$ cat src/rtl/vs_result_buffer_pkg.sv
// Shared result-buffer types and the sizing parameters that set vs_result_buffer defaults.
package VSTypes;
    localparam int XLEN                  = 32;
    localparam int RESULT_BUFFER_SIZE    = 8;
    localparam int NUM_RESULT_READ_PORTS = 2;

    typedef enum logic [1:0] {
        RB_FREE  = 2'd0,
        RB_ALLOC = 2'd1,
        RB_VALID = 2'd2
    } RBEntryStateType;
endpackage

$ cat src/rtl/vs_result_buffer_alloc_picker.sv
// Priority encoder returning the lowest set bit of the free vector (0 when none is set).
module vs_rb_alloc_picker #(
    parameter  int DEPTH = 8,
    localparam int IDX_W = $clog2(DEPTH)
) (
    input  logic [DEPTH-1:0] free,
    output logic [IDX_W-1:0] idx
);
    always_comb begin
        idx = '0;
        // Scan downwards so the lowest free index is the last one to assign.
        for (int i = DEPTH - 1; i >= 0; i--) begin
            if (free[i]) idx = IDX_W'(i);
        end
    end
endmodule

$ cat src/rtl/vs_result_buffer.sv
// Result buffer: entries are allocated, written once, read by NUM_RD ports, then released.
// Optional macro VS_RB_BYPASS_EN forwards a same-cycle write to matching read ports.
module vs_result_buffer
    import VSTypes::*;
#(
    parameter  int DATA_WIDTH = XLEN,
    parameter  int DEPTH      = RESULT_BUFFER_SIZE,
    parameter  int NUM_RD     = NUM_RESULT_READ_PORTS,
    localparam int IDX_W      = $clog2(DEPTH)
) (
    input  logic                         clk,
    input  logic                         rst,
    input  logic                         alloc_req,
    output logic                         alloc_gnt,
    output logic [IDX_W-1:0]             alloc_idx,
    input  logic                         wr_en,
    input  logic [IDX_W-1:0]             wr_idx,
    input  logic [DATA_WIDTH-1:0]        wr_data,
    input  logic [NUM_RD*IDX_W-1:0]      rd_idx,
    output logic [NUM_RD*DATA_WIDTH-1:0] rd_data,
    output logic [NUM_RD-1:0]            rd_valid,
    input  logic                         rel_en,
    input  logic [IDX_W-1:0]             rel_idx,
    input  logic                         flush,
    output logic                         full,
    output logic                         empty,
    output logic [IDX_W:0]               count,
    output logic                         err_wr
);
    RBEntryStateType       state [DEPTH];
    logic [DATA_WIDTH-1:0] data  [DEPTH];
    logic [DEPTH-1:0]      free;
    logic                  rel_eff;
    logic                  rel_hits_wr;
    logic                  wr_ok;
    logic                  err_next;
    logic [IDX_W:0]        count_next;

    always_comb begin
        for (int i = 0; i < DEPTH; i++) free[i] = (state[i] == RB_FREE);
    end

    vs_rb_alloc_picker #(.DEPTH(DEPTH)) u_picker (
        .free (free),
        .idx  (alloc_idx)
    );

    assign full      = (count == (IDX_W + 1)'(DEPTH));
    assign empty     = (count == '0);
    assign alloc_gnt = alloc_req & ~full & ~flush & ~rst;

    // Releasing a FREE entry must not cancel a grant landing on that same entry.
    assign rel_eff     = rel_en && (state[rel_idx] != RB_FREE);
    assign rel_hits_wr = rel_en && (rel_idx == wr_idx);
    assign wr_ok       = wr_en && !flush && !rel_hits_wr && (state[wr_idx] == RB_ALLOC);
    assign err_next    = wr_en && !flush && !rel_hits_wr && (state[wr_idx] != RB_ALLOC);

    always_comb begin
        count_next = count + (IDX_W + 1)'(alloc_gnt) - (IDX_W + 1)'(rel_eff);
        if (flush) count_next = '0;
    end

    always_ff @(posedge clk or posedge rst) begin
        if (rst) begin
            for (int i = 0; i < DEPTH; i++) begin
                state[i] <= RB_FREE;
                data[i]  <= '0;
            end
            count  <= '0;
            err_wr <= 1'b0;
        end else begin
            count  <= count_next;
            err_wr <= err_next;
            if (flush) begin
                for (int i = 0; i < DEPTH; i++) state[i] <= RB_FREE;
            end else begin
                if (wr_ok) begin
                    state[wr_idx] <= RB_VALID;
                    data[wr_idx]  <= wr_data;
                end
                if (alloc_gnt) state[alloc_idx] <= RB_ALLOC;
                if (rel_eff)   state[rel_idx]   <= RB_FREE;
            end
        end
    end

    for (genvar p = 0; p < NUM_RD; p++) begin : g_rd
        logic [IDX_W-1:0] sel;
        logic             hit;
        logic             byp;

        assign sel = rd_idx[p*IDX_W +: IDX_W];
        assign hit = (state[sel] == RB_VALID);
`ifdef VS_RB_BYPASS_EN
        assign byp = wr_ok && (wr_idx == sel);
`else
        assign byp = 1'b0;
`endif
        assign rd_valid[p] = hit | byp;
        assign rd_data[p*DATA_WIDTH +: DATA_WIDTH] = byp ? wr_data : (hit ? data[sel] : '0);
    end
endmodule

$ cat config.mk
export PLATFORM = sky130hd
export DESIGN_NAME = vs_result_buffer
export DESIGN_NICKNAME = d
export VERILOG_FILES = /design/src/rtl/vs_result_buffer_pkg.sv /design/src/rtl/vs_result_buffer_alloc_picker.sv /design/src/rtl/vs_result_buffer.sv
export SDC_FILE = /design/constraint.sdc
export NUM_CORES = 1
export LEC_CHECK = 0
export BUFFER_PORTS_ARGS = -buffer_cell sky130_fd_sc_hd__buf_2
export CAP_MARGIN = 5
export CORE_MARGIN = 2
export CORE_UTILIZATION = 60
export CTS_CLUSTER_DIAMETER = 30
export DETAILED_ROUTE_END_ITERATION = 8
export GPL_ROUTABILITY_DRIVEN = 0
export PLACE_DENSITY = 0.81
export SYNTH_ARGS = -nofsm -noshare
export SYNTH_HDL_FRONTEND = slang
export SYNTH_SLANG_ARGS = --single-unit
$ cat constraint.sdc
create_clock -name clk -period 9.83 [get_ports clk]
set_input_delay 0.983 -clock clk [delete_from_list [all_inputs] [get_ports clk]]
set_output_delay 0.983 -clock clk [all_outputs]
set_load 0.01 [all_outputs]
==> results.yml, run 1 <==
status:
  outcome: "complete, no violations"
sta:
  tightestPinTransition_ns: 1.238
  hold_viol: 0
  final-setup-viol-count: 0
  fin_crit_ns: 4.548
  skew_ns: 0.01177
  rsz0062_at_grt: "false"
  fmax_ghz: 0.2199
  fin_crit_sh: 0.4627
  drv_slew: 0
  slew-limit-headroom: 0.1749
  setup-tns-final_ns: 0
clock_tree:
  hold_buffers: 0
  cts_resized: 0
  htree_levels: 2
  cts_root_buf: "clkbuf_16"
  cts_setup_buffers: 0
  clk_pin_slew_worst_paths_ns: 0.05
  cts.sinks: 277
  clk-insertion-delay-late_ns: 0.58
  cts_tree: "done"
  numCtsBuffers: 59
  clk_path_buf_depth: 3
power:
  peakVddDrop_mv: 0.1604
  p_per_area_nw_per_um2: 187.6
  cellLeakagePower_nw: 8.790
final_layout:
  syn_to_final_growth_pct: 18.98
  layout.nets: 1206
  layout.cells.non_filler: 1527
  drive_gt1_frac: 0.4624
logic_synthesis:
  mappedNetlistNets: 1086
  synth.distinct_cells: 57
  seq_area_frac_synth: 0.4557
  synth_edf_count: 0
  avgSynthCellArea_um2: 14.78
  syn-cell-area_um2: 15210
  synth_async_sr_flop_share: 1.000
  synthesis.instances: 1029
  yosysWarnings: 0
  synth_seq_cells: 277
  synth_top_flop_cell: "dfrtp_1"
worst_setup_path:
  worstPathArrival_ns: 3.57
  startpoint_type: "primary input"
  critPathMaxFanout: 34
  crit_type: "in -> out"
  endpoint_kind: "primary output"
  crit_required_ns: 8.85
place:
  port_buffers: 126
  place_inst: 1418
  dpl.hpwl_mm: 20.74
detailed_routing:
  wirelength_mm: 37.61
  drcViolationCount: 0
  wire_per_inst_um: 24.63
  vias: 9880
  vias_per_cell: 6.470
  drtIter0Drc: 796
  dr.pass1.iters: 5
  postRouteAntennaNets: 0
worst_hold_path:
  hold_path.class: "in -> async"
global_routing:
  track_usage: 0.2981
  grt_max_degree: 180
  grt_pass1_wl_mm: 60.64
  grt-ovfl-total: 0
  grt_antenna_before_repair: 2
  grt_pass1_vias: 10820
die:
  coreArea_um2: 25040
  pin_count: 127
  die_h_um: 163.2
  die_area_um2: 26640
  core.rowCount: 58
  die_w_um: 163.2
  initial_core_util: 0.6076
job:
  drv_cap: 0
## cell usage in the layout (no fill, tap or decap), drive strengths merged, types with 2 or more instances in the layout
| cell | count |
|---|---|
| a211oi | 2 |
| a21boi | 2 |
| a21o | 3 |
| a21oi | 6 |
| a31oi | 5 |
| a32o | 2 |
| buf | 138 |
| bufinv | 5 |
| clkbuf | 72 |
| clkinv | 18 |
| clkinvlp | 7 |
| dfrtp | 277 |
| ha | 6 |
| inv | 21 |
| mux2 | 256 |
| mux2i | 66 |
| mux4 | 136 |
| nand2 | 8 |
| nand2b | 7 |
| nand3 | 4 |
| nor2 | 90 |
| nor2b | 8 |
| nor3 | 2 |
| nor3b | 2 |
| nor4 | 3 |
| o21a | 5 |
| o21ai | 4 |
| o22ai | 7 |
| or2 | 7 |
| or4 | 4 |
| xnor2 | 2 |
| xor2 | 3 |
## worst paths after layout
kind,from,endpoint,slack (ns),cells past startpoint
worst max register to register,state[15]$_DFF_PP0_,data[143]$_DFFE_PP0P_,6.87,5
min in group clk,data[191]$_DFFE_PP0P_,data[191]$_DFFE_PP0P_,0.50,1
worst min-delay path,rst,count[3]$_DFF_PP0_,0.50,2
max in group asynchronous,rst,data[48]$_DFFE_PP0P_,7.91,3
worst max-delay path,rd_idx[2],rd_data[31],5.28,7
worst min register to register,data[191]$_DFFE_PP0P_,data[191]$_DFFE_PP0P_,0.50,1
## critical path: stages
cell and delay [ns]:
buf_2 0.08, buf_4 0.64, mux4_2 0.64, a21oi_4 0.54, buf_4 0.40, nor2_1 0.09, buf_2 0.15
## metrics by stage
step	cell area (µm²)	total power, mW	utilization	hold slack (ns)	setup slack, ns
final	18100	3.396	0.7229	0.4985	5.282
after global routing	18100	3.498	0.7229	0.5207	5.222
after CTS	18100	3.416	0.7228	0.5080	5.289
after detailed placement	16050	1.413	0.6409	0.4954	5.321
after global placement	16050	1.408	0.6409	0.4859	5.432
after floorplan	15210	1.346	-	0.4758	1.210
## cell families after synthesis
| kind of cell | count (synthesis) | share of synthesized area |
|---|---|---|
| adders and majority gates | 7 | 0.006251 |
| and+or+nand+nor | 143 | 0.04368 |
| DFF | 277 | 0.4557 |
| xor gates and xnor gates | 5 | 0.002879 |
| buffers and inverters | 94 | 0.02912 |
| AOI/OAI and AO/OA | 45 | 0.02048 |
| muxes | 458 | 0.4419 |
## power by group
group          total, mW  internal, mW  switching, mW
Clock               2.00          1.32          0.675
Combinational      0.212        0.0924          0.119
Sequential          1.18          1.17         0.0177
## state kept, by name, summed over array words and instances, names as in the netlist
name / flops
state: 16
count: 4
data: 256
err_wr: 1
## cell usage after synthesis, drive strengths merged (3+ instances only)
library cell / instances / area share
dfrtp: 277 / 0.46
or2: 7 / 0.0029
nor2: 90 / 0.022
nand2b: 7 / 0.0029
a21oi: 6 / 0.0020
nand3: 4 / 0.0013
ha: 6 / 0.0049
o22ai: 7 / 0.0029
a31oi: 5 / 0.0021
o21ai: 4 / 0.0013
a21o: 3 / 0.0015
mux4: 136 / 0.20
clkbuf: 33 / 0.0082
nand2: 8 / 0.0020
xor2: 3 / 0.0017
mux2: 256 / 0.20
buf: 46 / 0.017
mux2i: 66 / 0.043
inv: 15 / 0.0037
o21a: 5 / 0.0025
nor4: 3 / 0.0012
or4: 4 / 0.0022
nor2b: 8 / 0.0033
## area by class of cell
class	instances	area, µm²
multi-input combinational	658	7894
fill	1594	6938
sequential	277	6932
clock buffer	72	1647
timing repair buffer	138	743.2
tap	330	412.9
clock inverter	36	404.1
inverter	15	63.81
antenna	1	2.502
## per-layer routing
| metal | GRT usage | wire length (µm) |
|---|---|---|
| met1 | 0.3960 | 15330 |
| met4 | 0.1251 | 1215 |
| met2 | 0.4931 | 18940 |
| met3 | 0.04977 | 2126 |
| met5 | 0 | 0 |
No activity file was read; power rests on OpenSTA's default activity.
==> inputs of run 2 (changes only) <==
- ABC_AREA: default -> 1
- CORE_UTILIZATION: 60 -> 55
- PLACE_DENSITY: 0.81 -> 0.78
- clock period: 9.83 -> 3.7 ns (I/O delays scaled with it)
==> run 2 against run 1 <==
Combinational power grew to 4.8 times the previous value. Synthesized area increased by 11%. Critical path depth is 2 higher. Register-to-register slack got worse by 5.7 ns. Clock power increased to 3.3 times the previous value. Global-route usage is 3.7 points higher. Hold slack worse by 0.49 ns. Largest cell class unchanged. Highest routed layer unchanged.
==> results.yml, run 2 <==
sta:
  rsz0062_at_grt: "false"
  fin_crit_sh: 0.7831
  final-setup-viol-count: 0
  holdWs_ns: 0.004581
  skew_ns: 0.02752
  fmax_ghz: 0.3451
  drv_slew: 0
  setup-tns-final_ns: 0
  tightestPinTransition_ns: 1.050
  hold_viol: 0
  fin_crit_ns: 2.898
  slew-limit-headroom: 0.3000
detailed_routing:
  vias_per_cell: 5.827
  vias: 16890
  wire_per_inst_um: 18.30
  drtIter0Drc: 2077
  postRouteAntennaNets: 0
  dr.pass1.iters: 8
  wirelength_mm: 53.03
  drcViolationCount: 0
clock_tree:
  cts_resized: 0
  cts_tree: "done"
  cts.sinks: 277
  clk_pin_slew_worst_paths_ns: 0.04
  cts_setup_buffers: 0
  numCtsBuffers: 71
  hold_buffers: 0
  clk-insertion-delay-late_ns: 0.56
  cts_root_buf: "clkbuf_16"
  htree_levels: 3
  clk_path_buf_depth: 3
worst_setup_path:
  crit_type: "in -> out"
  critPathMaxFanout: 48
  reg2reg_depth: 12
  worstPathArrival_ns: 2.53
  startpoint_type: "primary input"
  crit_required_ns: 3.33
  endpoint_kind: "primary output"
place:
  dpl.hpwl_mm: 29.65
  port_buffers: 126
  place_inst: 2772
power:
  p_per_area_nw_per_um2: 542.7
  peakVddDrop_mv: 0.3393
  cellLeakagePower_nw: 10.11
worst_hold_path:
  whs_path_depth: 2
  hold_path.class: "in -> reg"
logic_synthesis:
  synthXorXnorAreaFrac: 0.0005189
  synth_compound_area_frac: 0.2142
  synthesis.instances: 2413
  mappedNetlistNets: 2470
  synth_top_area_frac: 0.4107
  synth_async_sr_flop_share: 1.000
  seq_area_frac_synth: 0.4107
  synth.distinct_cells: 37
  synth-simple-area-share: 0.2576
  netlist_top_cells_area: "dfrtp_1 41%, nand2_1 16%, o21ai_0 8.3%, a21oi_1 8.2%, nor2_1 4.8%"
  synth_top_flop_cell: "dfrtp_1"
  synth_common_cells: "741 x nand2_1, 280 x o21ai_0, 277 x dfrtp_1"
  synth_edf_count: 0
  syn-cell-area_um2: 16880
  synth_adder_area_share: 0.005634
  synth_seq_cells: 277
  synth_top_family_by_area: "simple AND/OR/NAND/NOR gates"
  avgSynthCellArea_um2: 6.994
  synthMostInstantiatedCell: "nand2_1"
  muxShareOfSynthArea: 0
  synth_top_cell_by_area: "dfrtp_1"
  yosysWarnings: 0
die:
  coreArea_um2: 30430
  initial_core_util: 0.5546
  die_area_um2: 32100
  die_w_um: 179.2
  die_h_um: 179.2
  core.rowCount: 64
  pin_count: 127
global_routing:
  grt_pass1_vias: 16320
  track_usage: 0.3355
  grt-ovfl-total: 0
  grt_max_degree: 142
  grt_antenna_before_repair: 0
  grt_pass1_wl_mm: 84.94
final_layout:
  final_cell_mix: "741 x nand2_1, 280 x o21ai_0, 277 x dfrtp_1"
  reg_top3: "data x256, state x16, count x4"
  layout.nets: 2506
  largest-register: "data"
  drive_gt1_frac: 0.1571
  nFillCells: 2575
  layout.cells.non_filler: 2898
  layout_commonest_cell: "nand2_1"
  utilization: 0.6453
  syn_to_final_growth_pct: 16.35
  antennaDiodeCount: 0
  largest_reg_flops: 256
status:
  outcome: "complete, no violations"
job:
  drv_cap: 0
-- run 2: changes by cell type in the layout (fill, tap and decap cells not counted), moves of 129 or more --
cell / previous run / this run
a21oi_1: 4 / 276
inv_1: 14 / 169
mux2_2: 129 / 0
mux4_2: 134 / 0
nand2_1: 8 / 741
nor2_1: 86 / 218
o21ai_0: 3 / 280
-- run 2: routing by layer --
metal  wire length (µm)  GRT usage  up-vias  share of wire
met5                  0          0        -              0
met4               2438     0.1720        0          0.046
met3               5498    0.06891      197           0.10
met2              24150     0.5303     1020           0.46
met1              20940     0.4367     7863           0.39
li1                   -          -     7806              -
-- run 2: through the flow --
stage	setup slack (ns)	instance area (µm²)	power (mW)
3_3_place_gp	1.081	17130	4.140
5_1_grt	0.7144	19640	10.96
3_5_place_dp	1.020	17130	4.163
4_1_cts	0.9253	19640	10.66
6_report	0.8024	19640	10.66
2_1_floorplan	-2.197	16880	3.861
-- run 2: path summary, 6_finish.rpt --
path	startpoint	to	slack, ns
hold reg to reg	data[62]$_DFFE_PP0P_	data[62]$_DFFE_PP0P_	0.50
setup / recovery	rd_idx[3]	rd_data[62]	0.80
max in group asynchronous	rst	data[22]$_DFFE_PP0P_	1.89
min in group asynchronous	rst	data[248]$_DFFE_PP0P_	0.29
hold / removal	flush	count[1]$_DFF_PP0_	0.005
setup reg to reg	state[2]$_DFF_PP0_	count[2]$_DFF_PP0_	1.21
-- run 2: logic make-up (layout without fill, tap and decap cells) --
| family | count (synthesis) | after routing |
|---|---|---|
| simple gates | 1060 | 1060 |
| compound gates | 685 | 685 |
| buf+inv | 383 | 472 |
| flops | 277 | 277 |
| fa+ha+maj | 7 | 7 |
| xor+xnor | 1 | 1 |
-- run 2: layout make-up --
class	instances	area [µm²]	share of cell area
Clock buffer	93	2001	0.1019
Clock inverter	33	510.5	0.02600
Inverter	188	721.9	0.03677
Multi-Input combinational cell	1753	8068	0.4109
Sequential cell	277	6932	0.3530
Tap cell	396	495.5	0.02523
Timing Repair Buffer	158	908.4	0.04626
-- run 2: worst max-delay path, cell delays in order --
cell	delay, ns
buf_6	0.18
inv_2	0.57
o21ai_0	0.30
nand3_1	0.20
nand3_1	0.12
nand2_1	0.14
buf_4	0.31
a21oi_1	0.11
buf_2	0.16
-- run 2: report_power, final --
group          switching, mW  internal [mW]
logic                  0.712          0.295
registers             0.0339           3.11
clock network           1.90           4.61
